<file path="src/rtl/thr_disc_pkg.sv">
// Shared types and constants for the multi-channel ADC threshold discriminator.
package thr_disc_pkg;

    typedef enum logic [1:0] {
        MODE_ABOVE_LO = 2'd0,
        MODE_BELOW_HI = 2'd1,
        MODE_INSIDE   = 2'd2,
        MODE_OUTSIDE  = 2'd3
    } mode_e;

    typedef enum logic [1:0] {
        IDLE      = 2'd0,
        ARMING    = 2'd1,
        ACTIVE    = 2'd2,
        RELEASING = 2'd3
    } state_e;

    // Two guard bits keep threshold +/- hysteresis from wrapping.
    localparam int unsigned EXT_MARGIN = 2;

    function automatic int unsigned ext_width(input int unsigned adc_w);
        return adc_w + EXT_MARGIN;
    endfunction

endpackage

</file>
<file path="src/rtl/thr_disc_channel.sv">
// One discriminator channel: registered compare stage, qualifier FSM with
// hysteresis/min-duration, and a saturating rising-edge event counter.
module thr_disc_channel
    import thr_disc_pkg::*;
#(
    parameter int unsigned ADC_WIDTH  = 14,
    parameter int unsigned HOLD_WIDTH = 8,
    parameter int unsigned CNT_WIDTH  = 16
) (
    input  logic                        adc_clk,
    input  logic                        rst,
    input  logic signed [ADC_WIDTH-1:0] sample,
    input  mode_e                       mode,
    input  logic                        force_idle,
    input  logic signed [ADC_WIDTH-1:0] lo_thr,
    input  logic signed [ADC_WIDTH-1:0] hi_thr,
    input  logic [ADC_WIDTH-2:0]        hyst,
    input  logic [HOLD_WIDTH-1:0]       min_len,
    input  logic                        cnt_clr,
    output logic                        gate,
    output logic                        rise,
    output logic                        fall,
    output logic [CNT_WIDTH-1:0]        evt_cnt
);

    localparam int unsigned EXT_W = ext_width(ADC_WIDTH);
    localparam int unsigned HW1   = HOLD_WIDTH + 1;

    logic signed [EXT_W-1:0] d_x, lo_x, hi_x, hy_x, lo_m, lo_p, hi_m, hi_p;
    logic                    assert_c, release_c;
    logic                    a_q, r_q;

    state_e                  state_q, state_d;
    logic [HOLD_WIDTH-1:0]   cnt_q, cnt_d;
    logic [HW1-1:0]          n_len, cnt_inc;
    logic                    at_len, first_done;
    logic                    gate_d, rise_d, fall_d;

    // Compare stage at extended width
    always_comb begin
        d_x  = {{EXT_MARGIN{sample[ADC_WIDTH-1]}}, sample};
        lo_x = {{EXT_MARGIN{lo_thr[ADC_WIDTH-1]}}, lo_thr};
        hi_x = {{EXT_MARGIN{hi_thr[ADC_WIDTH-1]}}, hi_thr};
        hy_x = {{(EXT_MARGIN + 1){1'b0}}, hyst};
        lo_m = lo_x - hy_x;
        lo_p = lo_x + hy_x;
        hi_m = hi_x - hy_x;
        hi_p = hi_x + hy_x;
        assert_c  = 1'b0;
        release_c = 1'b0;
        case (mode)
            MODE_ABOVE_LO: begin
                assert_c  = (d_x >= lo_x);
                release_c = (d_x < lo_m);
            end
            MODE_BELOW_HI: begin
                assert_c  = (d_x <= hi_x);
                release_c = (d_x > hi_p);
            end
            MODE_INSIDE: begin
                assert_c  = (d_x >= lo_x) && (d_x <= hi_x);
                release_c = (d_x < lo_m) || (d_x > hi_p);
            end
            default: begin
                assert_c  = (d_x < lo_x) || (d_x > hi_x);
                release_c = (d_x >= lo_p) && (d_x <= hi_m);
            end
        endcase
    end

    always_ff @(posedge adc_clk or posedge rst) begin
        if (rst) begin
            a_q <= 1'b0;
            r_q <= 1'b0;
        end else begin
            a_q <= assert_c;
            r_q <= release_c;
        end
    end

    // Qualifier FSM; count is kept at zero in IDLE and ACTIVE
    always_comb begin
        n_len      = (min_len == '0) ? HW1'(1) : {1'b0, min_len};
        cnt_inc    = {1'b0, cnt_q} + HW1'(1);
        at_len     = (cnt_inc >= n_len);
        first_done = (n_len == HW1'(1));
        state_d    = state_q;
        cnt_d      = cnt_q;
        rise_d     = 1'b0;
        fall_d     = 1'b0;
        if (force_idle) begin
            state_d = IDLE;
            cnt_d   = '0;
        end else begin
            case (state_q)
                IDLE: begin
                    if (a_q) begin
                        if (first_done) begin
                            state_d = ACTIVE;
                            rise_d  = 1'b1;
                        end else begin
                            state_d = ARMING;
                            cnt_d   = HOLD_WIDTH'(1);
                        end
                    end
                end
                ARMING: begin
                    if (!a_q) begin
                        state_d = IDLE;
                        cnt_d   = '0;
                    end else if (at_len) begin
                        state_d = ACTIVE;
                        cnt_d   = '0;
                        rise_d  = 1'b1;
                    end else begin
                        cnt_d = cnt_inc[HOLD_WIDTH-1:0];
                    end
                end
                ACTIVE: begin
                    if (r_q) begin
                        if (first_done) begin
                            state_d = IDLE;
                            fall_d  = 1'b1;
                        end else begin
                            state_d = RELEASING;
                            cnt_d   = HOLD_WIDTH'(1);
                        end
                    end
                end
                RELEASING: begin
                    if (!r_q) begin
                        state_d = ACTIVE;
                        cnt_d   = '0;
                    end else if (at_len) begin
                        state_d = IDLE;
                        cnt_d   = '0;
                        fall_d  = 1'b1;
                    end else begin
                        cnt_d = cnt_inc[HOLD_WIDTH-1:0];
                    end
                end
                default: begin
                    state_d = IDLE;
                    cnt_d   = '0;
                end
            endcase
        end
        gate_d = (state_d == ACTIVE) || (state_d == RELEASING);
    end

    always_ff @(posedge adc_clk or posedge rst) begin
        if (rst) begin
            state_q <= IDLE;
            cnt_q   <= '0;
            gate    <= 1'b0;
            rise    <= 1'b0;
            fall    <= 1'b0;
        end else begin
            state_q <= state_d;
            cnt_q   <= cnt_d;
            gate    <= gate_d;
            rise    <= rise_d;
            fall    <= fall_d;
        end
    end

    // Counts visible rise pulses; clear wins over increment
    always_ff @(posedge adc_clk or posedge rst) begin
        if (rst) begin
            evt_cnt <= '0;
        end else if (cnt_clr) begin
            evt_cnt <= '0;
        end else if (rise && (evt_cnt != '1)) begin
            evt_cnt <= evt_cnt + CNT_WIDTH'(1);
        end
    end

endmodule

</file>
<file path="src/rtl/threshold_discriminator.sv">
// Multi-channel ADC threshold discriminator: per-channel gate, edge pulses and
// event counters; a mode change or disable forces every channel idle.
module threshold_discriminator
    import thr_disc_pkg::*;
#(
    parameter int unsigned ADC_WIDTH        = 14,
    parameter int unsigned AXIS_TDATA_WIDTH = 32,
    parameter int unsigned N_CH             = 2,
    parameter int unsigned HOLD_WIDTH       = 8,
    parameter int unsigned CNT_WIDTH        = 16
) (
    input  logic                               adc_clk,
    input  logic                               rst,
    input  logic [N_CH*AXIS_TDATA_WIDTH-1:0]   adc_dat,
    input  logic                               enable,
    input  mode_e                              mode,
    input  logic signed [ADC_WIDTH-1:0]        lo_thr,
    input  logic signed [ADC_WIDTH-1:0]        hi_thr,
    input  logic [ADC_WIDTH-2:0]               hyst,
    input  logic [HOLD_WIDTH-1:0]              min_len,
    input  logic                               cnt_clr,
    output logic [N_CH-1:0]                    gate,
    output logic [N_CH-1:0]                    rise,
    output logic [N_CH-1:0]                    fall,
    output logic [N_CH*CNT_WIDTH-1:0]          evt_cnt
);

    mode_e mode_q;
    logic  force_idle_c;

    always_ff @(posedge adc_clk or posedge rst) begin
        if (rst) begin
            mode_q <= MODE_ABOVE_LO;
        end else begin
            mode_q <= mode;
        end
    end

    assign force_idle_c = (mode != mode_q) || !enable;

    for (genvar ch = 0; ch < N_CH; ch++) begin : g_ch
        if (AXIS_TDATA_WIDTH > ADC_WIDTH) begin : g_pad
            // Word bits above the sample are ignored
            logic unused_msbs;
            assign unused_msbs = ^adc_dat[ch*AXIS_TDATA_WIDTH+ADC_WIDTH +: AXIS_TDATA_WIDTH-ADC_WIDTH];
        end

        thr_disc_channel #(
            .ADC_WIDTH  (ADC_WIDTH),
            .HOLD_WIDTH (HOLD_WIDTH),
            .CNT_WIDTH  (CNT_WIDTH)
        ) u_channel (
            .adc_clk    (adc_clk),
            .rst        (rst),
            .sample     (adc_dat[ch*AXIS_TDATA_WIDTH +: ADC_WIDTH]),
            .mode       (mode),
            .force_idle (force_idle_c),
            .lo_thr     (lo_thr),
            .hi_thr     (hi_thr),
            .hyst       (hyst),
            .min_len    (min_len),
            .cnt_clr    (cnt_clr),
            .gate       (gate[ch]),
            .rise       (rise[ch]),
            .fall       (fall[ch]),
            .evt_cnt    (evt_cnt[ch*CNT_WIDTH +: CNT_WIDTH])
        );
    end

endmodule
</file>
<file path="config.mk">
export PLATFORM = sky130hd
export DESIGN_NAME = threshold_discriminator
export DESIGN_NICKNAME = d
export VERILOG_FILES = /design/src/rtl/thr_disc_pkg.sv /design/src/rtl/thr_disc_channel.sv /design/src/rtl/threshold_discriminator.sv
export SDC_FILE = /design/constraint.sdc
export NUM_CORES = 1
export LEC_CHECK = 0
export CORE_ASPECT_RATIO = 1.2
export CORE_UTILIZATION = 51
export DETAILED_ROUTE_END_ITERATION = 16
export GPL_TIMING_DRIVEN = 0
export PLACE_DENSITY = 0.82
export SYNTH_ARGS = -nofsm -noshare
export SYNTH_HDL_FRONTEND = slang
export SYNTH_SLANG_ARGS = --single-unit
</file>
<file path="constraint.sdc">
create_clock -name adc_clk -period 3.05 [get_ports adc_clk]
set_clock_uncertainty 0.15 [all_clocks]
set_input_delay 0.305 -clock adc_clk [delete_from_list [all_inputs] [get_ports adc_clk]]
set_output_delay 0.305 -clock adc_clk [all_outputs]
set_load 0.02 [all_outputs]
</file>
=== Word-level counts from Yosys, hierarchy flattened ===
Cells that the tools add are included.

* Register bits after elaboration: 64
* Input port bits: 119
* Output and inout port bits: 38
* Logic and storage cells: 147

* Add/sub/neg operators: 8
* $lt $le $gt $ge: 18
* Equality and inequality tests: 20
* Mux-type cells: 62
* Reduce and logical (&&, ||, !) cells: 22

{| class="wikitable"
|+ Operators by type and width
! operator !! count
|-
| $mux 8 || 15
|-
| $mux 16 || 4
|-
| $pmux 8 s4 || 2
|-
| $add 16x1->16 const B || 2
|-
| $mux 2 || 16
|-
| $ne 16x16->1 const B || 2
|-
| $add 14x14->15 || 2
|-
| $ge 14x15->1 || 2
|-
| $gt 14x15->1 || 2
|-
| $le 14x15->1 || 2
|-
| $lt 14x15->1 || 2
|-
| $sub 14x14->15 || 2
|-
| $ge 14x14->1 || 2
|-
| $gt 14x14->1 || 2
|-
| $le 14x14->1 || 2
|-
| $lt 14x14->1 || 2
|-
| $add 8x1->9 const B || 2
|-
| $eq 2x2->1 const B || 9
|-
| $ge 9x9->1 || 2
|-
| $pmux 2 s4 || 2
|-
| $mux 1 || 15
|-
| $ne 3x2->1 const B || 4
|-
| $pmux 1 s3 || 4
|-
| $eq 9x1->1 const B || 1
|-
| other kinds (10) || 30
|}

=== Depth between registers and ports, before layout ===
Gate-level depths: netlist of run 1.

* Word-level depth: 9
* Depth in mapped cells: 23
* Gate-level depth less buffers: 23

=== By module ===
From an unflattened synthesis of run 1, not the netlist that was laid out.

* Cell total of the unflattened synthesis: 1538
* Area total of the unflattened synthesis: 12359.4 µm²

{| class="wikitable"
|+ Modules (own cells, without submodules)
! module !! instances !! cells an instance !! area an instance (µm²) !! sequential area each (µm²)
|-
| thr_disc_channel at g_ch[0].u_channel || 1 || 782 || 6231.0 || 775.7
|-
| thr_disc_channel at g_ch[1].u_channel || 1 || 750 || 6052.1 || 775.7
|-
| threshold_discriminator || 1 || 6 || 76.3 || 50.0
|}

=== Worst setup path after synthesis of run 1 ===
No wires, ideal clock.

* Kind: input-to-reg
* Start: input hyst[1]
* End: register g_ch[0].u_channel.r_q
* Setup time: 0.124 ns
* Data arrival time: 4.239 ns
* Data required time: 2.776 ns
* Setup slack: -1.463 ns
* Stages on the path: 21
* Buffers on the path: 0
* Cell sequence: inv_1 > ha_1 > nor2b_1 > o31ai_1 > a21oi_1 > a221oi_2 > nand2b_1 > a21o_1 > a21o_1 > a21oi_1 > xnor2_1 > ha_1 > and4_1 > nand4_1 > o21ai_0 > o21ai_0 > o211ai_1 > nor3_1 > a211o_1 > or3_1 > o31a_1

* Cells in the longest elaborated chain, start to end: 4
* Elaborated cells on any way between the ends: 11
* Classes of those cells: 4 x add/sub; 4 x order compare; 1 x mux; 2 x reduce/logical

{| class="wikitable"
|+ RTL lines
! element !! line !! source
|-
| start: declaration || threshold_discriminator.sv:19 || <nowiki>input logic [ADC_WIDTH-2:0] hyst,</nowiki>
|-
| $add 14x14->15, or another cell as far along || thr_disc_channel.sv:46 || <nowiki>lo_p = lo_x + hy_x;</nowiki>
|-
| $ge 14x15->1, or another cell as far along || thr_disc_channel.sv:66 || <nowiki>release_c = (d_x >= lo_p) && (d_x <= hi_m);</nowiki>
|-
| $logic_and 1x1->1 or $logic_or 1x1->1 (tied branches) || thr_disc_channel.sv:66, thr_disc_channel.sv:62 ||
|-
| $pmux 1 s3 (*) || thr_disc_channel.sv:51 || <nowiki>case (mode)</nowiki>
|-
| net g_ch[0].u_channel.release_c || thr_disc_channel.sv:30 || <nowiki>logic assert_c, release_c;</nowiki>
|-
| end signal: assignment || thr_disc_channel.sv:77 || <nowiki>r_q <= release_c;</nowiki>
|-
| end: declaration || thr_disc_channel.sv:31 || <nowiki>logic a_q, r_q;</nowiki>
|}

The timed path passes the listed nets; every way through them passes the cells marked *.
A chain may end at the register's enable or synchronous reset.

=== Worst setup path in the final report of run 1 ===
* Start: input hi_thr[0]
* End: register g_ch[0].u_channel.r_q

* Cells in the longest elaborated chain, start to end: 4
* Elaborated cells on any way between the ends: 7
* Classes of those cells: 2 x add/sub; 2 x order compare; 1 x mux; 2 x reduce/logical

{| class="wikitable"
|+ RTL lines
! element !! line !! source
|-
| start: declaration || threshold_discriminator.sv:18 || <nowiki>input logic signed [ADC_WIDTH-1:0] hi_thr,</nowiki>
|-
| $sub 14x14->15 or $add 14x14->15 (tied branches) || thr_disc_channel.sv:47, thr_disc_channel.sv:48 ||
|-
| $le 14x15->1 or $gt 14x15->1 (tied branches) || thr_disc_channel.sv:66, thr_disc_channel.sv:58, thr_disc_channel.sv:62 ||
|-
| $logic_and 1x1->1 or $logic_or 1x1->1 (tied branches) || thr_disc_channel.sv:66, thr_disc_channel.sv:62 ||
|-
| $pmux 1 s3 (*) || thr_disc_channel.sv:51 ||
|-
| net g_ch[0].u_channel.release_c || thr_disc_channel.sv:30 ||
|}

Marks and branches as above.

==> results of run 1 <==
[area by class of cell]
cell class	count	area, um^2	share of cell area
multi-input combinational	1026	8687	0.6747
inverter	94	359.1	0.02789
timing repair buffer	161	1505	0.1169
clock buffer	10	239.0	0.01856
clock inverter	6	35.03	0.002721
sequential	64	1605	0.1247
buffer	21	123.9	0.009621
tap	256	320.3	0.02488
[layer usage]
metal,global-route usage,part of all wire
met1,0.3394,0.38
met2,0.5638,0.51
met3,0.02709,0.047
met4,0.1739,0.058
met5,0,0
[kinds of logic (layout without fill, tap and decap cells)]
group,Yosys count,count (layout)
AO/OA/AOI/OAI,298,298
buffers and inverters,118,292
AND/OR/NAND/NOR,392,392
flip-flops,64,64
XOR/XNOR,88,88
multiplexers,5,5
adder cells (fa/ha/maj),243,243
[cells in the final DEF (no fill, tap or decap), types with 5 or more instances in the layout]
cell type and n:
a2111oi_4 6, a211oi_1 10, a211oi_2 5, a21o_1 28, a21oi_1 65, a21oi_2 14
a22o_1 11, a31oi_1 5, and3_1 13, buf_4 49, clkbuf_1 10, clkbuf_16 9
clkdlybuf4s50_1 92, dfrtp_1 61, dlygate4sd2_1 10, ha_1 217, ha_4 15, inv_1 84
inv_2 8, maj3_1 5, nand2_1 61, nand2b_1 18, nand3_1 41, nand4_1 27
nor2_1 97, nor2b_1 36, nor3_1 32, nor4_1 5, o211ai_1 10, o21a_1 22
o21ai_0 42, o21ai_1 8, o21bai_1 8, or2_2 9, or3_1 11, xnor2_1 44
xnor2_2 5, xnor3_1 5, xor2_1 32
[worst paths after layout]
path / startpoint / slack (ps) / to
setup / recovery: hi_thr[0] / -1410 / g_ch[0].u_channel.r_q
hold / removal: mode[0] / 310 / mode_q[0]
setup reg to reg: g_ch[1].u_channel.cnt_q[0] / 80 / g_ch[1].u_channel.cnt_q[2]
hold reg to reg: g_ch[1].u_channel.r_q / 380 / g_ch[1].u_channel.gate
max in group asynchronous: rst / 1800 / g_ch[1].u_channel.evt_cnt[2]
min in group asynchronous: rst / 320 / mode_q[0]
[sequential cells by signal (all words and copies together), names as in the netlist]
register / flops
g_ch.u_channel.evt_cnt: 32
g_ch.u_channel.rise: 2
mode_q: 2
g_ch.u_channel.a_q: 2
g_ch.u_channel.r_q: 2
g_ch.u_channel.gate: 2
g_ch.u_channel.cnt_q: 16
g_ch.u_channel.fall: 2
g_ch.u_channel.state_q: 4
[repair_timing]
action | in CTS | in global routing
setup buffers | 24 | 17
pin swaps | 53 | 67
resized for setup | 136 | 52
setup endpoints to repair | 28 | 28
[synth_stat cells, types with 10 or more instances]
cell type / instances
and3_1: 13
xor2_1: 34
clkbuf_1: 16
a22o_1: 11
or3_1: 11
xnor2_1: 49
nand4_1: 27
nor3_1: 36
inv_1: 93
nand3_1: 43
nor2_1: 103
nand2b_1: 21
o21a_1: 22
a21o_1: 28
a211oi_1: 15
o21ai_0: 51
dfrtp_1: 64
nand2_1: 64
o211ai_1: 10
ha_1: 232
a21oi_1: 81
nor2b_1: 37
[power by group]
part | leakage (nW) | internal (mW) | total [mW] | switching [mW]
Combinational | 4.98 | 0.971 | 2.19 | 1.22
Sequential | 0.874 | 0.867 | 0.889 | 0.0219
Clock | 0.134 | 0.565 | 0.931 | 0.366
[metrics by stage]
| stage | cells | total power, mW | hold slack, ps | worst slack [ps] | TNS [ps] |
|---|---|---|---|---|---|
| after floorplan | 1208 | 2.231 | 186.4 | -1151 | -2089 |
| after CTS | 1621 | 3.885 | 308.0 | -1341 | -2455 |
| after detailed placement | 1584 | 2.809 | 370.2 | -2690 | -26360 |
| after global placement | 1583 | 2.741 | 353.8 | -2598 | -28570 |
| final | 1638 | 4.009 | 308.4 | -1412 | -2625 |
| after global routing | 1638 | 4.281 | 318.3 | -1521 | -3588 |
==> metrics.md, run 1 <==
| Metric | Value |
|---|---|
| Wire length reported by the detailed router | `31.50 mm` |
| Synthesized-area fraction occupied by ao, oa, aoi and oai cells | `0.2035` |
| Leading area contributor after synthesis | `ha_1` |
| DRC marker count from the first detailed-route iteration | `709` |
| Count of cell instances traversed by the critical path | `21` |
| Fin. max-slew vios | `0` |
| Number of antenna diodes | `0` |
| Portion of netlist area occupied by mux cells | `0.004982` |
| Final Cycle Share | `1.463` |
| Synthesis-stage register bit count | `64` |
| Max VDD drop | `0.2276 mV` |
| Worst min-delay path category | `input pin to flop` |
| Source-to-sink clock delay at the later pin of the worst-skew pair | `330 ps` |
| Cell types with the largest area share after synthesis | `ha_1 29%, dfrtp_1 16%, xnor2_1 4.3%` |
| Hold-critical path depth | `1` |
| Number of standard cells after synthesis | `1208` |
| Standby leakage power | `5.986 nW` |
| Startpoint-to-endpoint class of the critical path | `input pin to flop` |
| Worst Max-Slew Pin Slew | `895.1 ps` |
| Post-synthesis xor/xnor area fraction | `0.08357` |
| Floorplan die area | `20270 um^2` |
| Vias per Instance | `6.076` |
| Number of detailed-route iterations in the first pass | `5` |
| RSZ-0062 raised after global routing | `true` |
| Critical path launch point type | `input pin` |
| Sequential share of the synthesized area | `0.1594` |
| Clock-pin slew reported for the worst setup and hold paths after clock tree synthesis | `60 ps` |
| Final #Nets | `approximately 1.7k` |
| Simple-gate share of the synthesized area | `0.1969` |
| Vias in the first global route | `9772` |
| Net count of the mapped netlist | `1563` |
| Setup ws final | `-1412 ps` |
| Main combinational cell family by area after synthesis | `adder cells` |
| Total vias in the final route | `9953` |
| TritonCTS buffer count | `9` |
| Worst EP arrival | `4520 ps` |
| Violations in the final reports | `negative setup slack` |
| Slowest CP cell | `fa_1` |
| Post-Route Utilization | `0.6754` |
| Adder-cell share of the synthesized area | `0.3041` |
| Total non-filler cell area in the finished layout | `12870 um^2` |
| Maximum fanout count along the critical path | `4` |
| CTS Hold Bufs | `0` |
| Maximum operating frequency | `224.1 MHz` |
| Mapped Avg Cell Area | `8.316 um^2` |
| Core area | `between 15000 and 20000 um^2` |
| Most frequently used flop master after synthesis | `dfrtp_1` |
| Setup-violating endpoint count in the final report | `3` |
| Cell family contributing the most delay on the critical path | `compound AO/OA/AOI/OAI gates` |
| GPL Wtd Cong | `1.034` |
| Total buffers and inverters traversed by the critical path | `2` |
| Number of nets still failing antenna checks after routing | `0` |
| Total number of yosys warnings | `0` |
| IO Pins | `157` |
| Time the worst path needs with I/O delays and setup | `4462 ps` |
| CTS H-tree lvls | `3` |
| Pwr dens | `a little over 300 nW/um^2` |
| Endpoint type of the worst setup path | `flop` |
| Clock root cell | `clkbuf_16` |
| Global-route wire length before repair | `between 40 and 50 mm` |
| Share of layout cells above drive strength 1 | `0.1476` |
| Number of synthesized flops with an enable pin | `0` |
| DP HPWL | `24.12 mm` |
| Async set or reset register ratio after synthesis | `1.000` |
| Max incr delay on CP | `around 400 ps` |
| Number of cell rows | `55` |
| Die Span Y | `155.7 um` |
| Initial antenna violation count | `0` |
| Area added between synthesis and finish | `28.16%` |
| Total Routing Usage GR | `0.3063` |
| Placed instance area | `roughly 12000 um^2` |
| Overflow after GRT | `0` |
| Outcome | `complete, but fails checks` |
| Hold violation count in the final report | `0` |
| Clock tree from TritonCTS | `done` |
| Rel. slew slack | `0.3878` |
| Initial Util | `0.5270` |
| Worst-path cell chain | `clkdlybuf4s15_2, inv_1, ha_1, fa_1, nor2b_1, o21ai_1, a21oi_2, o21ai_1, a21oi_2, o2111ai_2, a31oi_4, a21oi_1, nor2_2, ha_1, nand4_1, nor4_1, a21oi_1, o22ai_1, a211o_1, or3_1, o31a_1` |
| Largest net degree at the start of global routing | `41` |
| CTS Sinks | `64` |
| Synth Cell Area | `around 10000 um^2` |
| Yosys cell types | `74` |
| Die W | `roughly 130 um` |
| Wire length per cell after detailed routing | `19.23 um` |
| Clock tree buffer depth | `2` |
| Total of fill cells in the finished design | `1490` |
| Required time at the endpoint of the critical path | `roughly 3100 ps` |
| Count of unresolved DRC violations after routing | `0` |
| Count of input and output buffers | `119` |
| Max capacitance violation total | `0` |
| Number of cells on the worst reg-to-reg path | `12` |
| Portion of synthesized cell area occupied by the leading cell type | `0.2890` |
Note: power is estimated with default switching activity, not from simulation.
==> run 2, diff against run 1 <==
--- a/config.mk
+++ b/config.mk
@@ -9,6 +9,7 @@
 export CORE_UTILIZATION = 51
 export DETAILED_ROUTE_END_ITERATION = 16
 export GPL_TIMING_DRIVEN = 0
+export MAX_ROUTING_LAYER = met4
 export PLACE_DENSITY = 0.82
 export SYNTH_ARGS = -nofsm -noshare
 export SYNTH_HDL_FRONTEND = slang
==> run 2 against run 1 <==
  * The flow still finishes with violations (negative setup slack)
  * Critical endpoint unchanged
  * Clock power is 27% higher
  * Sequential power barely moved
  * Via count up 1.9%
  * Register-to-register slack got worse by 30 ps
==> metrics.md, run 2 (same netlist as run 1, synthesis figures left out) <==
| Metric | Value |
|---|---|
| Outcome | `complete, but fails checks` |
| Violations in the final reports | `negative setup slack` |
| Clock root cell | `clkbuf_16` |
| TritonCTS buffer count | `9 (unchanged)` |
| Share of layout cells above drive strength 1 | `0.1627 (+0.01513)` |
| Total negative slack for setup checks | `-2783 ps (-157.6 ps)` |
| Total vias in the final route | `10.14k (+1.9%)` |
| DP HPWL | `24.20 mm (+0.32%)` |
| Worst EP arrival | `4490 ps (-30 ps)` |
| Initial Util | `0.5270 (unchanged)` |
| Source-to-sink clock delay at the later pin of the worst-skew pair | `330 ps (about the same)` |
| Die Span Y | `155.7 um (unchanged)` |
| Final #Nets | `1751 (+1.1%)` |
| CTS Hold Bufs | `0 (unchanged)` |
| Register with the most flip-flops | `g_ch.u_channel.evt_cnt` |
| Initial antenna violation count | `0 (unchanged)` |
| IO Pins | `157 (unchanged)` |
| Worst Max-Slew Pin Slew | `862.0 ps (-33.09 ps)` |
| Number of cell rows | `55 (unchanged)` |
| Floorplan die area | `20270 um^2 (unchanged)` |
| Overflow after GRT | `0 (unchanged)` |
| Hold violation count in the final report | `0 (unchanged)` |
| RSZ-0062 raised after global routing | `true` |
| GPL Wtd Cong | `1.043 (+0.87%)` |
| Rel. slew slack | `0.4235 (+0.03569)` |
| Startpoint-to-endpoint class of the critical path | `input pin to flop` |
| Total of fill cells in the finished design | `1496 (+0.40%)` |
| CTS H-tree lvls | `3 (unchanged)` |
| Clock tree from TritonCTS | `done` |
| Maximum operating frequency | `225.6 MHz (+0.67%)` |
| Area added between synthesis and finish | `30.74%` |
| Total non-filler cell area in the finished layout | `13130 um^2 (+2.0%)` |
| Placed instance area | `11720 um^2 (unchanged)` |
| Most common library cell in the layout ignoring fill and taps | `ha_1` |
| Time the worst path needs with I/O delays and setup | `4432 ps (-29.84 ps)` |
| Wire length per cell after detailed routing | `19.75 um (+2.7%)` |
| Global-route wire length before repair | `49.19 mm (+2.3%)` |
| Critical path launch point type | `input pin` |
| Endpoint type of the worst setup path | `flop` |
| Required time at the endpoint of the critical path | `3110 ps (about the same)` |
| Pwr dens | `326.9 nW/um^2 (+5.0%)` |
| Clock-pin slew reported for the worst setup and hold paths after clock tree synthesis | `60 ps (about the same)` |
| Clock tree buffer depth | `2 (unchanged)` |
| Final Cycle Share | `1.453 (-0.009784)` |
| Worst min-delay path category | `input pin to async pin` |
| Vias per Instance | `6.122 (+0.75%)` |
| Number of nets still failing antenna checks after routing | `0 (unchanged)` |
| Vias in the first global route | `10.09k (+3.2%)` |
| Die W | `130.1 um (unchanged)` |
| DRC marker count from the first detailed-route iteration | `722 (+1.8%)` |
| Standby leakage power | `6.105 nW (+2.0%)` |
| Worst hold-check slack | `202.2 ps (-106.2 ps)` |
| Setup ws final | `-1382 ps (+29.84 ps)` |
| Maximum fanout count along the critical path | `4 (unchanged)` |
| Most frequent cells in the layout | `216 x ha_1, 97 x nor2_1, 91 x clkdlybuf4s50_1` |
| Total Routing Usage GR | `0.3217 (+0.01546)` |
| Max capacitance violation total | `0 (unchanged)` |
| CTS Sinks | `64 (unchanged)` |
| Biggest regs | `g_ch.u_channel.evt_cnt (32), g_ch.u_channel.cnt_q (16), g_ch.u_channel.state_q (4)` |
| Post-Route Utilization | `0.6890 (+0.01359)` |
| Largest net degree at the start of global routing | `40 (-2.4%)` |
| Fin. max-slew vios | `0 (unchanged)` |
| Count of input and output buffers | `119 (unchanged)` |
| Count of unresolved DRC violations after routing | `0 (unchanged)` |
| Number of antenna diodes | `0 (unchanged)` |
| Flip-flop count of the largest register after layout | `32 (unchanged)` |
| Wire length reported by the detailed router | `32.73 mm (+3.9%)` |
| Setup-violating endpoint count in the final report | `3 (unchanged)` |
| Number of detailed-route iterations in the first pass | `6 (+1)` |
| Core area | `19060 um^2 (unchanged)` |
| Max VDD drop | `0.2764 mV (+21%)` |
[run 2: timing repair]
item                       in CTS  in global routing
buffers inserted               44                 16
pin swaps                      66                 55
resized for setup             148                 59
setup endpoints to repair      28                 23
[run 2: layout make-up]
type	count	area (um^2)	area share
Sequential cell	64	1604	0.1221
Clock inverter	7	120.1	0.009145
Buffer	21	136.4	0.01038
Inverter	94	359.1	0.02734
Tap cell	256	320.3	0.02439
Multi-Input combinational cell	1026	8716	0.6636
Timing Repair Buffer	180	1653	0.1258
Clock buffer	9	225.2	0.01715
[run 2: worst paths after layout]
path / startpoint / to / slack (ps) / cells after the start
max reg2reg: g_ch[1].u_channel.cnt_q[0] / g_ch[1].u_channel.cnt_q[5] / 50 / 12
min: rst / g_ch[0].u_channel.evt_cnt[10] / 200 / 2
min in group adc_clk: mode[0] / mode_q[0] / 290 / 1
max: hyst[4] / g_ch[0].u_channel.r_q / -1380 / 22
min reg2reg: g_ch[0].u_channel.r_q / g_ch[0].u_channel.gate / 380 / 1
max in group asynchronous: rst / g_ch[0].u_channel.cnt_q[0] / 1920 / 3
[run 2: routing by layer]
| layer | up-vias | global-route usage | part of all wire | routed length, um |
|---|---|---|---|---|
| met5 | - | - | 0 | 0 |
| met4 | 0 | 0.2060 | 0.068 | 2235 |
| met3 | 156 | 0.03326 | 0.056 | 1822 |
| met2 | 435 | 0.5646 | 0.50 | 16420 |
| met1 | 4759 | 0.3411 | 0.37 | 12250 |
| li1 | 4794 | - | - | - |
[run 2: worst max-delay path, stage by stage]
cell	delay [ps]
clkdlybuf4s15_2	220
inv_2	100
ha_4	210
or2_2	310
a21oi_2	190
a21oi_4	70
a221oi_4	300
nand2b_1	110
a21o_1	200
a21o_1	170
a21oi_2	160
xnor2_2	100
ha_1	320
and4_4	210
nand4_1	90
o21ai_2	160
o21ai_1	110
o211ai_1	170
nor3_1	70
a211o_1	330
or3_1	330
o31a_1	240
[run 2: per-stage QoR]
stage | power (mW) | instances | setup slack, ps
2_1_floorplan | 2.231 | 1208 | -1151
3_3_place_gp | 2.747 | 1583 | -2646
3_5_place_dp | 2.807 | 1584 | -2685
4_1_cts | 4.152 | 1641 | -1354
5_1_grt | 4.561 | 1657 | -1476
6_report | 4.294 | 1657 | -1382
[run 2: report_power, final]
group / internal (mW) / switching, mW
Combinational: 0.996 / 1.23
Sequential: 0.867 / 0.0191
Clock: 0.799 / 0.382
